==> config.mk <==
export PLATFORM = sky130hd
export DESIGN_NAME = rom_loader
export DESIGN_NICKNAME = d
export VERILOG_FILES = /design/src/rtl/rom_loader.sv
export SDC_FILE = /design/constraint.sdc
export NUM_CORES = 1
export LEC_CHECK = 0
export CORE_AREA = 2 2 171 173
export CTS_CLUSTER_DIAMETER = 40
export DETAILED_ROUTE_END_ITERATION = 12
export DIE_AREA = 0 0 173 175
export HOLD_SLACK_MARGIN = 0.12
export PLACE_DENSITY = 0.67
export SLEW_MARGIN = 30
export SYNTH_ARGS = -nofsm -noshare
export SYNTH_HDL_FRONTEND = slang
export SYNTH_SLANG_ARGS = --single-unit
==> constraint.sdc <==
create_clock -name clk_sys -period 10.5 [get_ports clk_sys]
set_clock_uncertainty 0.1 [all_clocks]
set_input_delay 2.1 -clock clk_sys [delete_from_list [all_inputs] [get_ports clk_sys]]
set_output_delay 2.1 -clock clk_sys [all_outputs]
set_load 0.02 [all_outputs]
==> src/rtl/rom_loader.sv <==
// Download-port to SDRAM write-stream bridge: toggle strobe in, queued req/ack out,
// end-of-load size/mask report. Define ROM_LOADER_HDR_STRIP_EN to strip a 512-byte copier header.
module rom_loader #(
  parameter logic [7:0] ROM_INDEX  = 8'h00,
  parameter int         FIFO_DEPTH = 4,
  parameter int         ADDR_W     = 24
) (
  input  logic              clk_sys,
  input  logic              reset,
  input  logic              ioctl_download,
  input  logic [7:0]        ioctl_index,
  input  logic              ioctl_wr,
  input  logic [24:0]       ioctl_addr,
  input  logic [15:0]       ioctl_dout,
  input  logic [23:0]       ioctl_filesize,
  output logic              mem_req,
  output logic [ADDR_W-1:0] mem_addr,
  output logic [15:0]       mem_din,
  input  logic              mem_ack,
  output logic              busy,
  output logic              load_done,
  output logic              overflow,
  output logic [ADDR_W-1:0] rom_size,
  output logic [ADDR_W-1:0] rom_mask
);
  localparam int PW = $clog2(FIFO_DEPTH);

  typedef enum logic [1:0] {S_IDLE, S_LOAD, S_DRAIN, S_DONE} state_t;
  state_t state, state_n;

  logic              wr_q, armed, evt;
  logic              stg_vld;
  logic [24:0]       stg_addr;
  logic [15:0]       stg_data;
  logic              hdr;
  logic [PW:0]       wp, rp;
  logic [ADDR_W+15:0] fifo_mem [FIFO_DEPTH];
  logic              empty, full, pop, push, push_try, hdr_drop, range_bad, go;
  logic [24:0]       eff;
  logic [ADDR_W:0]   eff_end, max_end, end_m1;
  logic              unused_ok;

  // armed masks the first cycle after reset, before wr_q has seen the real strobe level
  assign evt       = armed && (ioctl_wr ^ wr_q);
  assign go        = (state == S_IDLE) && ioctl_download && (ioctl_index == ROM_INDEX);
  assign empty     = (wp == rp);
  assign full      = (wp[PW] != rp[PW]) && (wp[PW-1:0] == rp[PW-1:0]);
  assign pop       = mem_ack && !empty;
  assign eff       = stg_addr - (hdr ? 25'd512 : 25'd0);
  assign hdr_drop  = hdr && (stg_addr < 25'd512);
  assign range_bad = ({1'b0, eff} >= (26'd1 << ADDR_W));
  assign push_try  = stg_vld && !hdr_drop && !range_bad;
  assign push      = push_try && (!full || pop);
  assign eff_end   = {1'b0, eff[ADDR_W-1:0]} + (ADDR_W+1)'(2);
  assign end_m1    = max_end - (ADDR_W+1)'(1);

  assign mem_req  = !empty;
  assign mem_addr = empty ? '0 : fifo_mem[rp[PW-1:0]][ADDR_W+15:16];
  assign mem_din  = empty ? '0 : fifo_mem[rp[PW-1:0]][15:0];

  assign unused_ok = ^{ioctl_filesize, end_m1[ADDR_W]};

  function automatic logic [ADDR_W-1:0] smear(input logic [ADDR_W-1:0] v);
    logic [ADDR_W-1:0] r;
    r = v;
    for (int s = 1; s < ADDR_W; s = s << 1) r = r | (r >> s);
    return r;
  endfunction

`ifdef ROM_LOADER_HDR_STRIP_EN
  always_ff @(posedge clk_sys or posedge reset) begin
    if (reset)   hdr <= 1'b0;
    else if (go) hdr <= (ioctl_filesize[9:0] == 10'h200);
  end
`else
  assign hdr = 1'b0;
`endif

  always_comb begin
    state_n = state;
    case (state)
      S_IDLE:  if (go) state_n = S_LOAD;
      S_LOAD:  if (!ioctl_download) state_n = S_DRAIN;
      S_DRAIN: if (empty && !stg_vld) state_n = S_DONE;
      S_DONE:  state_n = S_IDLE;
      default: state_n = S_IDLE;
    endcase
  end

  always_ff @(posedge clk_sys or posedge reset) begin
    if (reset) begin
      state     <= S_IDLE;
      wr_q      <= 1'b0;
      armed     <= 1'b0;
      stg_vld   <= 1'b0;
      stg_addr  <= '0;
      stg_data  <= '0;
      wp        <= '0;
      rp        <= '0;
      max_end   <= '0;
      overflow  <= 1'b0;
      busy      <= 1'b0;
      load_done <= 1'b0;
      rom_size  <= '0;
      rom_mask  <= '0;
    end else begin
      state     <= state_n;
      wr_q      <= ioctl_wr;
      armed     <= 1'b1;
      // capture stage: the push lands one edge after the toggle is sampled
      stg_vld   <= evt && (state == S_LOAD);
      stg_addr  <= ioctl_addr;
      stg_data  <= ioctl_dout;
      if (push) wp <= wp + 1'b1;
      if (pop)  rp <= rp + 1'b1;
      if (go)
        max_end <= '0;
      else if (push && (eff_end > max_end))
        max_end <= eff_end;
      if (go)
        overflow <= 1'b0;
      else if ((evt && state != S_LOAD) || (stg_vld && !hdr_drop && (range_bad || !push)))
        overflow <= 1'b1;
      busy      <= (state_n == S_LOAD) || (state_n == S_DRAIN);
      load_done <= (state == S_DONE);
      if (state == S_DONE) begin
        rom_size <= max_end[ADDR_W-1:0];
        rom_mask <= (max_end == '0) ? '0 : smear(end_m1[ADDR_W-1:0]);
      end
    end
  end

  always_ff @(posedge clk_sys) begin
    if (push) fifo_mem[wp[PW-1:0]] <= {eff[ADDR_W-1:0], stg_data};
  end
endmodule

== Word level (Yosys, flattened, before mapping) ==
Memory sizes are Yosys's and may differ from the RTL's.
Index checks and enable logic that the tools add are counted.

* Bits in registers: 128
* RAM bits: 160
* Input bits: 78
* Output and inout port bits: 92
* Word-level logic and storage cells: 75
* Memories: 1

{| class="wikitable"
|+ Memory list
! name !! words !! bits a word !! rd ports !! clocked after Yosys merged registers in !! wr ports !! RTL line !! text
|-
| fifo_mem || 4 || 40 || 1 || 0 || 1 || 37 || <nowiki>logic [ADDR_W+15:0] fifo_mem [FIFO_DEPTH];</nowiki>
|}

* Add/sub/neg operators: 4
* $lt $le $gt $ge: 2
* Equality and inequality tests: 9
* Muxes and demuxes: 13
* Bitwise operators: 6
* Reduce and logical (&&, ||, !) cells: 26

{| class="wikitable"
|+ Operators with widths
! cell !! count
|-
| $mux 25 || 2
|-
| $mux 24 || 2
|-
| $add 24x2->25 const B || 1
|-
| $ge 25x25->1 const B || 1
|-
| $gt 25x25->1 || 1
|-
| $logic_not 25->1 || 1
|-
| $or 24x16->24 || 1
|-
| $or 24x20->24 || 1
|-
| $or 24x22->24 || 1
|-
| $or 24x23->24 || 1
|-
| $or 24x8->24 || 1
|-
| $sub 24x1->24 const B || 1
|-
| $mux 16 || 1
|-
| $logic_and 1x1->1 || 12
|-
| $logic_not 8->1 || 1
|-
| $pmux 2 s4 || 1
|-
| $add 3x1->3 const B || 2
|-
| $eq 2x2->1 const B || 3
|-
| $mux 2 || 3
|-
| $logic_not 1->1 || 5
|-
| $eq 2x1->1 const B || 2
|-
| $logic_or 1x1->1 || 4
|-
| $mux 1 || 4
|-
| $reduce_bool 2->1 || 2
|-
| 6 further kinds || 6
|}

== Depth between registers and ports, before layout ==
* Depth after elaboration: 11
* Gate-level depth with buffers: 15
* Gate-level depth less buffers: 13

== Worst setup path after synthesis ==
No wires, ideal clock.

* Path type: input to register
* Start point: input port mem_ack
* End point: memory fifo_mem[3][0] (netlist name) (enable)
* Library setup time: 0.403 ns
* Arrival time: 3.881 ns
* Required time: 9.997 ns
* Setup slack: 6.117 ns
* Cell stages on the path: 3
* Path buffers: 0
* Cells stage by stage: nor2_1 a311oi_1 and2_1

* Word-level cells in the longest chain between the ends: 5

{| class="wikitable"
|+ Ends and longest elaborated chain
! element !! RTL line !! text
|-
| start, declared || 19 || <nowiki>input logic mem_ack,</nowiki>
|-
| $logic_and 1x1->1 || 48 || <nowiki>assign pop = mem_ack && !empty;</nowiki>
|-
| $logic_or 1x1->1 || 53 || <nowiki>assign push = push_try && (!full || pop);</nowiki>
|-
| $logic_and 1x1->1 || 53 ||
|-
| $mux 1 || 134 || <nowiki>if (push) fifo_mem[wp[PW-1:0]] <= {eff[ADDR_W-1:0], stg_data};</nowiki>
|-
| $mux 1 (implied by the code) || 134 ||
|-
| end, declared || 37 ||
|}

Every way passes these cells.

== Worst setup path in the final report ==
* Start point: register rp[0]
* End point: output port mem_addr[11]

* Word-level cells in the longest chain between the ends: 2
* Elaborated cells between the ends (all ways): 3
* Classes of those cells: 1 x eq/ne; 1 x mux; 1 x memory

{| class="wikitable"
|+ Ends and longest elaborated chain
! element !! RTL line !! text
|-
| start, declared || 36 || <nowiki>logic [PW:0] wp, rp;</nowiki>
|-
| start signal, assigned || 115 || <nowiki>if (pop) rp <= rp + 1'b1;</nowiki>
|-
| $mem_v2 4x40 / $eq 3x3->1 (equally long branches) || n/a ||
|-
| $mux 24 (*) || 58 || <nowiki>assign mem_addr = empty ? '0 : fifo_mem[rp[PW-1:0]][ADDR_W+15:16];</nowiki>
|-
| end, declared || 17 || <nowiki>output logic [ADDR_W-1:0] mem_addr,</nowiki>
|}

Mark *: on every way between the ends. The rest lies on a longest branch, timed or not.

==> run_results.csv <==
group,metric,value,unit
synthesis,ys_types,64,
global_route,use_met1,27.2,%
setup_path,worstSetupEndpointType,"output pin",
synthesis,syn_inst,910,
sta,setup_tns,0,ns
setup_path,crit_start,"rp[0]$_DFFE_PP0P_",
place,dp_hpwl,18.9,mm
detailed_routing,drcViolationCount,0,
detailed_routing,drt_iter0_drc,797,
die,start_util,44.2,%
global_route,met3_usage,3.50,%
setup_path,arrival,3.10,ns
layout,most-common-layout-cells,"edfxtp_1 (160), clkdlybuf4s50_1 (145), dfrtp_1 (126)",
place,portBuffers,145,
die,dieWidth,173,um
clocking,cts_tree,"yes",
die,row_count,62,
sta,fin_crit,5.30,ns
sta,report.final.hold_viol_count,0,
global_route,grt_pass1_wl,46.2,mm
synthesis,async_flop_share,44.4,%
detailed_routing,drt-wirelength-per-cell,19.6,um
global_route,grt_overflow,0,
clocking,ctsResizeCount,0,
detailed_routing,routed_wl,29.0,mm
setup_path,criticalPathCategory,"flop to output pin",
global_route,grt.total_usage,19.4,%
global_route,antenna_found_initial,0,
clocking,cts_buffers,40,
detailed_routing,dr.pass1.iters,5,
clocking,path_clk_slew,0.06,ns
min_path,hp-class,"flop to flop",
synthesis,yosys_warnings,0,
setup_path,reg2reg_from,"stg_addr[3]$_DFF_PP0_",
sta,post-route-period-util,50.4,%
pwr,pwr-share-clk,30.3,%
layout,nNetsFinal,1174,
synthesis,synth_edf_count,160,
detailed_routing,final_antenna_net_count,0,
min_path,min_from,"rom_mask[19]$_DFFE_PP0P_",
layout,final_cells,1477,
place,gp_congestion,0.900,
synthesis,synth_ff_type,"edfxtp_1",
clocking,clock-sinks,288,
die,die_y,175,um
synthesis,ys_seq_area_share,63.8,%
die,die_area,30300,sq um
sta,max_slew_margin,42.9,%
place,place_area,14400,sq um
setup_path,cp-start-kind,"flop",
pwr,ir_worst_vdd,0.169,mV
layout,area_growth,26.0,%
sta,tightest_slew,0.857,ns
pwr,p_sw_share,34.0,%
sta,fmax,189,MHz
global_route,use_met2,31.0,%
synthesis,synth_area,12600,sq um
pwr,combinationalPowerShare,37.4,%
detailed_routing,num_vias,7948,
global_route,busiest_layer,"met2",
die,ios,170,
place,dp_worst_setup_slack,5.64,ns
die,coreArea,28400,sq um
global_route,grt_pass1_vias,8179,
clocking,ctsHoldBuffers,0,
setup_path,crit_required,8.30,ns
detailed_routing,via_per_inst,5.38,
pwr,power.internal,2.99,mW
synthesis,synth_nets,1022,
sta,postLayoutSetupSlackWorst,5.20,ns
layout,drive_above_1_share,13.0,%
global_route,grt_max_degree,74,
sta,finalSetupViolCount,0,
layout,final_common_cell,"edfxtp_1",
job,drv_cap,0,
place,dp_cells,1404,
layout,diodes,0,
sta,drv_slew,0,
layout,final_core_util,55.7,%
synthesis,avgSynthCellArea,13.8,sq um
pwr,seqPwrFrac,32.3,%
status,status,"finished, final reports clean",
clocking,htreeDepth,2,
pwr,netSwitchingPower,1.54,mW
clocking,cts_root_buf,"clkbuf_16",
synthesis,synth-seq-cells,288,
setup_path,crit_fanout,34,
pwr,power.leakage,5.88,nW
sta,rsz0062_at_grt,"false",
layout,fin_area,15800,sq um
clocking,postCtsSetupBuffers,0,
clocking,cts_buffer_depth,3,
pwr,powerDensity,287,nW/um^2
clocking,clkLatencyLatePin,0.52,ns
[metrics by stage]
step	power, mW	hold WS (ns)
floorplan	2.52	0.355
global placement	3.17	0.366
detailed placement	3.18	0.368
CTS	4.58	0.380
global route	4.77	0.401
finish	4.54	0.377
[worst max-delay path, cell delays in order, from the launching register on]
cell and delay (ns):
dfrtp_2 0.58, buf_4 0.64, mux4_2 0.62, nor2b_1 0.16, clkdlybuf4s50_1 0.57
[cell type report]
| class | instances | area [sq um] |
|---|---|---|
| inverters | 33 | 126 |
| clock buffers | 49 | 1060 |
| repair buffers | 157 | 1550 |
| clock inverters | 24 | 320 |
| well taps | 384 | 480 |
| multi-input cells | 542 | 4260 |
| flip-flops and latches | 288 | 8010 |
| fillers | 2356 | 12600 |
[path summary, 6_finish.rpt]
check / to / cells past startpoint / slack (ns)
worst min-delay path: rom_mask[19]$_DFFE_PP0P_ / 1 / 0.38
worst max register to register: max_end[17]$_DFFE_PP0P_ / 13 / 5.69
min in group asynchronous: stg_data[9]$_DFF_PP0_ / 2 / 2.00
max in group asynchronous: rom_mask[22]$_DFFE_PP0P_ / 3 / 7.14
worst max-delay path: mem_addr[11] / 4 / 5.20
worst min register to register: rom_mask[19]$_DFFE_PP0P_ / 1 / 0.38
[state kept, by name (all words and copies together) (netlist names)]
register / count
wp: 3
stg_vld: 1
load_done: 1
armed: 1
overflow: 1
rom_size: 24
wr_q: 1
rom_mask: 24
rp: 3
stg_addr: 25
state: 2
max_end: 25
stg_data: 16
fifo_mem: 160
busy: 1
[power by group through the flow]
stage,Combinational [mW],Sequential [mW],Clock (mW)
global route,1.83,1.49,1.45
floorplan,0.989,1.53,0
finish,1.70,1.47,1.37
CTS,1.71,1.47,1.40
detailed placement,1.70,1.48,0
global placement,1.69,1.48,0
[cell usage after synthesis (all sizes together) (3+ instances only)]
cell / instances / area (sq um)
a211oi: 4 / 42.5
a21o: 10 / 75.1
a21oi: 13 / 65.1
a22o: 7 / 61.3
a31oi: 12 / 75.1
and2: 5 / 31.3
and3: 9 / 56.3
and4: 5 / 43.8
buf: 13 / 65.1
clkbuf: 34 / 128
dfrtp: 128 / 3200
edfxtp: 160 / 4800
ha: 34 / 425
inv: 33 / 124
mux2i: 24 / 240
mux4: 40 / 901
nand2: 71 / 269
nand2b: 6 / 37.5
nand3: 26 / 130
nand4: 10 / 77.6
nor2: 44 / 165
nor2b: 45 / 282
nor3: 23 / 131
nor4: 19 / 125
o21a: 3 / 22.5
o21ai: 46 / 230
o221a: 3 / 33.8
o31ai: 4 / 30.0
or3: 4 / 30.0
or4: 5 / 41.3
xnor2: 31 / 272
xor2: 8 / 70.1
[kinds of logic (layout without fill, tap and decap cells)]
group | count (synthesis) | count (layout) | share of synthesized area [%]
muxes | 65 | 65 | 9.18
buffers and inverters | 80 | 263 | 2.52
other | 1 | 1 | 0.0299
adders and majority gates | 34 | 34 | 3.39
AOI/OAI and AO/OA | 125 | 125 | 6.69
xor gates and xnor gates | 39 | 39 | 2.72
DFF | 288 | 288 | 63.8
and+or+nand+nor | 278 | 278 | 11.7
[routing by layer]
layer	routed length [um]	share of wire, %
met1	13300	46
met2	13400	46
met3	1500	5.2
met4	806	2.8
met5	0	0
(Power assumes the default switching activity.)
